**config.mk**
```make
export PLATFORM = sky130hd
export DESIGN_NAME = instr_fetch
export DESIGN_NICKNAME = d
export VERILOG_FILES = /design/src/rtl/instr_fetch.sv
export SDC_FILE = /design/constraint.sdc
export NUM_CORES = 1
export LEC_CHECK = 0
export CORE_ASPECT_RATIO = 1.25
export CORE_MARGIN = 2
export CORE_UTILIZATION = 25
export DETAILED_ROUTE_END_ITERATION = 8
export GPL_TIMING_DRIVEN = 1
export PLACE_DENSITY_LB_ADDON = 0.1
export SLEW_MARGIN = 20
export SYNTH_ARGS = -nofsm -noshare
export SYNTH_HDL_FRONTEND = slang
export SYNTH_SLANG_ARGS = --single-unit
```
**constraint.sdc**
```tcl
create_clock -name clk -period 5.95 [get_ports clk]
set_input_delay 1.19 -clock clk [delete_from_list [all_inputs] [get_ports clk]]
set_output_delay 1.19 -clock clk [all_outputs]
set_load 0.01 [all_outputs]
```
**src/rtl/instr_fetch.sv**
```systemverilog
// Instruction fetch stage: owns the PC, reads a combinational instruction ROM
// and holds each fetched word in a valid/ready output stage toward decode.
module instr_fetch #(
  parameter logic [7:0] RESET_PC = 8'd0
) (
  input  logic        clk,
  input  logic        rst,
  output logic [7:0]  imem_addr,
  input  logic [31:0] imem_data,
  output logic [31:0] instr,
  output logic [7:0]  instr_pc,
  output logic        instr_valid,
  input  logic        instr_ready,
  input  logic        redirect,
  input  logic [7:0]  redirect_pc,
  output logic [15:0] fetch_count
);

  logic [7:0]  pc_q, pc_d;
  logic        valid_q, valid_d;
  logic [31:0] instr_q, instr_d;
  logic [7:0]  ipc_q, ipc_d;
  logic [15:0] count_q, count_d;
  logic        accept;
  logic        load;

  assign accept = valid_q & instr_ready;
  assign load   = ~valid_q | instr_ready;

  // Redirect wins over load: the presented word is dropped, never counted.
  always_comb begin
    pc_d    = pc_q;
    valid_d = valid_q;
    instr_d = instr_q;
    ipc_d   = ipc_q;
    count_d = count_q;
    if (redirect) begin
      pc_d    = redirect_pc;
      valid_d = 1'b0;
    end else begin
      if (accept && count_q != 16'hFFFF) begin
        count_d = count_q + 16'd1;
      end
      if (load) begin
        instr_d = imem_data;
        ipc_d   = pc_q;
        valid_d = 1'b1;
        pc_d    = pc_q + 8'd1;
      end
    end
  end

  always_ff @(posedge clk or posedge rst) begin
    if (rst) begin
      pc_q    <= RESET_PC;
      valid_q <= 1'b0;
      instr_q <= 32'd0;
      ipc_q   <= 8'd0;
      count_q <= 16'd0;
    end else begin
      pc_q    <= pc_d;
      valid_q <= valid_d;
      instr_q <= instr_d;
      ipc_q   <= ipc_d;
      count_q <= count_d;
    end
  end

  assign imem_addr   = pc_q;
  assign instr       = instr_q;
  assign instr_pc    = ipc_q;
  assign instr_valid = valid_q;
  assign fetch_count = count_q;

endmodule

```
==> results.txt, run 1 <==
----------------------------------------------------
[Outcome]
  Result of the run ... completed

[Routing]
  Via-per-instance ratio ... 4.55
  Highest metal used ... met4
  DRT met1 WL ... 3040 um
  Routed WL ... a little over 7000 um
  Detail-routed net length per standard cell ... around 15 um
  Detailed-route via count ... 2116
  1st-iter DRT viols ... 39
  Met3 wirelength from detailed routing ... 427 um
  DRC Markers ... 0
  DR pass1 iterations ... 3
  Post-detailed-route count of antenna-violating nets ... 0
  WL met2 ... 3510 um

[Timing]
  Maximum operating frequency ... 308 MHz
  Minimum clock period after layout ... ~3200 ps
  Unrepaired setup endpoints after global routing ... false
  Slew Limit Headroom ... 0.354
  Tightest Pin Transition ... 970 ps
  Tcrit/Tclk final ... 0.545
  Number of setup violations in the final report ... 0
  Setup total negative slack ... 0 ps
  Max-slew violations ... 0
  Layout Skew ... 4.56 ps
  Hold violation count in the final report ... 0
  Final hold slack ... 484 ps

[Floorplan]
  Y dimension of the die ... 123 um
  Die area ... 12300 um^2
  Standard cell core area ... 11100 um^2
  Floorplan die width ... 99.4 um
  Ports placed on the boundary ... 109
  Initial Util ... 0.257
  Row Count ... 43

[Logic synthesis]
  Cell types with the highest counts after synthesis ... sky130_fd_sc_hd__dfrtp_1 (65), sky130_fd_sc_hd__mux2_2 (39), sky130_fd_sc_hd__nand2_1 (15)
  Seq cells post-synth ... 65
  Post-synthesis async set-or-reset flop share ... 1.00
  Number of instances in the synthesized netlist ... ~210
  Count of flip-flops with a built-in enable after synthesis ... 0
  Share of the yosys chip area belonging to registers ... 0.572
  Syn nets ... about 260
  Most instantiated flip-flop cell in the synthesis netlist ... sky130_fd_sc_hd__dfrtp_1
  Cell types occupying the most area after synthesis ... sky130_fd_sc_hd__dfrtp_1 (57%), sky130_fd_sc_hd__mux2_2 (15%), sky130_fd_sc_hd__xor2_1 (3.4%)
  Share of the synthesized area in the top cell type ... 0.572
  Synth unique cells ... 40
  Mean instance size in the synthesized netlist ... roughly 13 um^2
  Cell area after technology mapping ... 2850 um^2
  Top-count cell post-synth ... sky130_fd_sc_hd__dfrtp_1
  Cell taking the most area after synthesis ... sky130_fd_sc_hd__dfrtp_1
  Total of warnings raised by yosys ... 0

[Placed design]
  Buffers added on ports ... approximately 110
  GPL Wtd Cong ... approximately 0.74
  Final HPWL DP ... ~5100 um
  Cell area reported after detailed placement ... slightly above 4000 um^2
  Placed Cells ... around 450

[Clock network]
  Clock insertion delay at the later pin of the skew report ... roughly 330 ps
  Post-CTS setup repair buffer count ... 0
  Clock tree from TritonCTS ... done
  Root buffer cell ... sky130_fd_sc_hd__clkbuf_16
  Cts hold-fix bufs ... 0
  Clock transition at the registers of the reported paths ... around 60 ps
  Number of gates resized after CTS ... 0
  Clock buffer count from CTS ... 9
  Count of H-tree levels built during CTS ... 3
  Number of buffers between clock root and the deepest sink ... 2
  CTS Sinks ... 65

[Final layout]
  Final layout net count ... 371
  Count of inserted antenna diode cells ... 0
  Non-Filler Cell Area, Final ... 4340 um^2
  Total of fill cells in the finished design ... between 1000 and 1500
  Layout-stage area growth over the synthesis result ... 52.4%
  Area of all sequential standard cells ... 1630 um^2
  Area used by multi-input combinational logic ... 1130 um^2
  Share of cells above drive strength 1 ... 0.191
  Layout Cells excl Fill ... 465

[Global route]
  Antenna violations before repair ... 0
  Global-route wire length before repair ... 11600 um
  Number of global-route vias before repair ... approximately 2300
  Global router's overall resource usage ... 0.124
  Largest net degree at the start of global routing ... 41
  Remaining global-route overflow ... 0

[Critical path]
  Crit start category ... input pin
  CP Data Required Time ... 6160 ps
  Critical path arrival ... 3450 ps
  Largest fanout of any net on the critical path ... 40
  Critical path class ... in -> reg
  Endpoint kind of the worst setup timing path ... flop

[Flow run]
  Total of max-cap violations ... 0

[Power and ir drop]
  Power per standard cell area ... 324 nW/um^2
  Lkg Pwr ... ~1.8 nW
  Worst IR Drop VDD ... 169 uV
  Post-route total power ... 1.41 mW

[Hold path]
  Class of the tightest hold or removal check ... reg -> reg

----------------------------------------------------
[cell type report]
type	instances	area share
flip-flops and latches	65	0.375
multi-input cells	137	0.261
repair buffers	109	0.251
clock buffers	14	0.0632
well taps	135	0.0390
clock inverters	2	0.00808
inverters	3	0.00260
[worst paths after layout]
| kind | from | end | depth (start not counted) | slack [ps] |
|---|---|---|---|---|
| worst min-delay path | instr[22] | instr[22] | 1 | 480 |
| max in group asynchronous | rst | instr[6] | 3 | 3760 |
| worst min register to register | instr[22] | instr[22] | 1 | 480 |
| worst max-delay path | instr_ready | instr[24] | 4 | 2710 |
| min in group asynchronous | rst | instr[16] | 2 | 1240 |
| worst max register to register | instr_valid | instr[24] | 3 | 3740 |
[metrics by stage]
stage,setup WS (ps),utilization
after floorplan,3130,-
after global placement,2380,0.363
after detailed placement,2320,0.363
after CTS,2670,0.391
after global routing,2540,0.391
final,2710,0.391
[registers in the layout (all words and copies together) (netlist names)]
name and flops:
fetch_count 16, instr_valid 1, instr 32, imem_addr 8, instr_pc 8
[worst max-delay path, cell delays in order]
cell	delay [ps]
sky130_fd_sc_hd__clkdlybuf4s50_1	570
sky130_fd_sc_hd__nand2b_1	380
sky130_fd_sc_hd__and2_2	860
sky130_fd_sc_hd__mux2_2	430
[placed cells by master (no fill, tap or decap), drive strengths merged, types with 3 or more instances in the layout]
cell type,count
nand2,15
clkbuf,14
mux2,44
nand3,7
xor2,11
clkdlybuf4s50,108
dfrtp,65
nor4,3
nand4,12
and3,4
nor2,5
inv,3
o21ai,8
xnor2,4
[where the power goes]
| group | leakage (nW) | switching (mW) | internal [mW] | total, mW |
|---|---|---|---|---|
| logic | 0.840 | 0.112 | 0.188 | 0.300 |
| clock network | 0.153 | 0.184 | 0.358 | 0.542 |
| registers | 0.793 | 0.0595 | 0.505 | 0.565 |
[routing by layer]
metal	global-route usage	up-vias
li1	-	995
met1	0.148	1047
met2	0.202	63
met3	0.0322	11
met4	0.0728	0
met5	0	-
[cell families (layout without fill, tap and decap cells)]
group / after synthesis / in the layout / synth area share
AO/OA/AOI/OAI: 14 / 14 / 0.0290
multiplexers: 45 / 45 / 0.179
adder cells (fa/ha/maj): 2 / 2 / 0.00879
flip-flops: 65 / 65 / 0.572
buffers and inverters: 11 / 128 / 0.0308
AND/OR/NAND/NOR: 61 / 61 / 0.135
XOR/XNOR: 15 / 15 / 0.0462
No activity file was read; power rests on OpenSTA's default activity.
==> run 2: changes to the inputs <==
==> constraint.sdc (replaced) <==
create_clock -name clk -period 3.4 [get_ports clk]
set_input_delay 0.68 -clock clk [delete_from_list [all_inputs] [get_ports clk]]
set_output_delay 0.68 -clock clk [all_outputs]
set_load 0.01 [all_outputs]
==> run 2 against run 1 <==
  * Clock skew about the same
  * Global-route usage is 0.24 points lower
  * Cell area is 0.92% higher
  * Worst setup slack lost 1700 ps
  * Clock power grew 82%
  * Register-to-register slack got worse by 2200 ps
  * Worst hold slack barely moved
  * Non-clock buffer count grew 2
  * Utilization rose by 0.36 points
  * Largest power group is now the clock network
==> results.txt, run 2 (same netlist as run 1, synthesis figures left out) <==
----------------------------------------------------
[Outcome]
  Result of the run ... completed

[Timing]
  Hold violation count in the final report ... 0
  Minimum clock period after layout ... 2390 ps
  Max-slew violations ... 0
  Maximum operating frequency ... 418 MHz
  Slew Limit Headroom ... 0.549
  Layout Skew ... around 4.7 ps
  Unrepaired setup endpoints after global routing ... false
  Number of setup violations in the final report ... 0
  Tightest Pin Transition ... roughly 680 ps
  Final hold slack ... 485 ps
  Tcrit/Tclk final ... 0.704
  Setup total negative slack ... 0 ps

[Placed design]
  GPL Wtd Cong ... 0.742
  Cell area reported after detailed placement ... roughly 4100 um^2
  Final HPWL DP ... 5080 um
  Buffers added on ports ... 108

[Power and ir drop]
  Combinational share of power ... 0.211
  Worst IR Drop VDD ... 262 uV
  Net switching share of the total power ... 0.250
  Net switching component of the power ... 626 uW
  Power per standard cell area ... 572 nW/um^2
  Lkg Pwr ... 1.81 nW
  Relative contribution of the clock network to total power ... 0.395
  Share of total power in sequential cells ... 0.394
  Cell-internal power ... 1.88 mW

[Critical path]
  Worst R2R Start ... fetch_count[0]
  CP Data Required Time ... 3610 ps
  Launch point of the critical path ... redirect
  Critical path arrival ... approximately 2600 ps
  Worst reg2reg endpoint ... fetch_count[12]
  Endpoint kind of the worst setup timing path ... flop
  Critical path class ... in -> reg
  Flop2flop setup slack ... about 1600 ps
  Crit start category ... input pin
  Number of cell instances on the worst register-to-register path ... 5
  Largest fanout of any net on the critical path ... 17
  CP Capture Point ... fetch_count[12]

[Routing]
  DRC Markers ... 0
  Routed WL ... 7100 um
  Post-detailed-route count of antenna-violating nets ... 0
  Detailed-route via count ... 2095
  Detail-routed net length per standard cell ... roughly 15 um
  1st-iter DRT viols ... 60
  DR pass1 iterations ... 4
  Via-per-instance ratio ... 4.49

[Clock network]
  CTS Sinks ... 65
  Clock tree from TritonCTS ... done
  Cts hold-fix bufs ... 0
  Post-CTS setup repair buffer count ... 0
  Root buffer cell ... sky130_fd_sc_hd__clkbuf_16
  Clock buffer count from CTS ... 9
  Clock insertion delay at the later pin of the skew report ... 330 ps
  Count of H-tree levels built during CTS ... 3
  Number of buffers between clock root and the deepest sink ... 2
  Clock transition at the registers of the reported paths ... 50 ps
  Number of gates resized after CTS ... 0

[Global route]
  Global router's overall resource usage ... 0.122
  Largest net degree at the start of global routing ... 41
  Global-route wire length before repair ... 11300 um
  Remaining global-route overflow ... 0
  Antenna violations before repair ... 0
  Number of global-route vias before repair ... 2124

[Floorplan]
  Standard cell core area ... 11100 um^2
  Initial Util ... 0.257
  Y dimension of the die ... 123 um
  Die area ... between 10000 and 15000 um^2
  Row Count ... 43
  Ports placed on the boundary ... between 100 and 150
  Floorplan die width ... 99.4 um

[Final layout]
  Commonest cells after routing, fill and taps aside ... sky130_fd_sc_hd__clkdlybuf4s50_1 (108), sky130_fd_sc_hd__dfrtp_1 (65), sky130_fd_sc_hd__mux2_2 (39)
  Share of cells above drive strength 1 ... 0.199
  Flip-flop count of the largest register after layout ... 32
  Final layout net count ... 373
  Count of inserted antenna diode cells ... 0
  Non-Filler Cell Area, Final ... about 4400 um^2
  Most common library cell in the layout ignoring fill and taps ... sky130_fd_sc_hd__clkdlybuf4s50_1
  Layout-stage area growth over the synthesis result ... 53.8%

[Flow run]
  Total of max-cap violations ... 0

[Hold path]
  Class of the tightest hold or removal check ... reg -> reg

----------------------------------------------------
==> run 2: changes by cell type in the layout (fill, tap and decap cells not counted), sizes merged <==
cell    before  now
clkbuf      14   11
buf          1    3
clkinv       1    3
bufinv       1    2
==> run 2: worst min path at each step <==
stage	slack, ps	startpoint	endpoint	cells after the start
2_1_floorplan	530	instr[22]	instr[22]	1
3_3_place_gp	470	instr_pc[5]	instr_pc[5]	1
3_5_place_dp	480	instr[23]	instr[23]	1
4_1_cts	490	instr[23]	instr[23]	1
5_1_grt	520	instr[30]	instr[30]	1
6_report	480	instr[22]	instr[22]	1
==> run 2: cell type report <==
cell class | instances | area, um^2
clock inverters | 5 | 78.8
flip-flops and latches | 65 | 1630
repair buffers | 111 | 1120
clock buffers | 11 | 243
inverters | 3 | 11.3
fillers | 1087 | 6710
multi-input cells | 137 | 1130
well taps | 135 | 169
==> run 2: stage by stage <==
stage,total power [mW],instances,utilization,worst slack (ps)
after floorplan,1.21,213,-,1090
after global placement,1.54,451,0.366,684
after detailed placement,1.54,451,0.366,667
after CTS,2.55,467,0.395,1020
after global routing,2.64,467,0.395,857
final,2.50,467,0.395,1010
==> run 2: power by group through the flow <==
stage | Clock, mW | Sequential, mW | Combinational [mW]
floorplan | 0 | 1.03 | 0.179
global placement | 0 | 1.00 | 0.536
CTS | 1.02 | 0.988 | 0.542
global route | 1.06 | 1.00 | 0.574
detailed placement | 0 | 0.999 | 0.540
finish | 0.988 | 0.985 | 0.529
==> run 2: layer usage <==
layer | routed length (um) | up-vias | GRT usage
li1 | - | 1000 | -
met2 | 3540 | 65 | 0.191
met3 | 447 | 7 | 0.0447
met4 | 112 | 0 | 0.0514
met5 | 0 | - | 0
met1 | 3000 | 1023 | 0.151
==> run 2: critical path, cell delays in order <==
cell,delay [ps]
sky130_fd_sc_hd__clkdlybuf4s50_1,710
sky130_fd_sc_hd__nand4b_1,320
sky130_fd_sc_hd__nor3_1,440
sky130_fd_sc_hd__nand4_1,160
sky130_fd_sc_hd__mux2_2,280
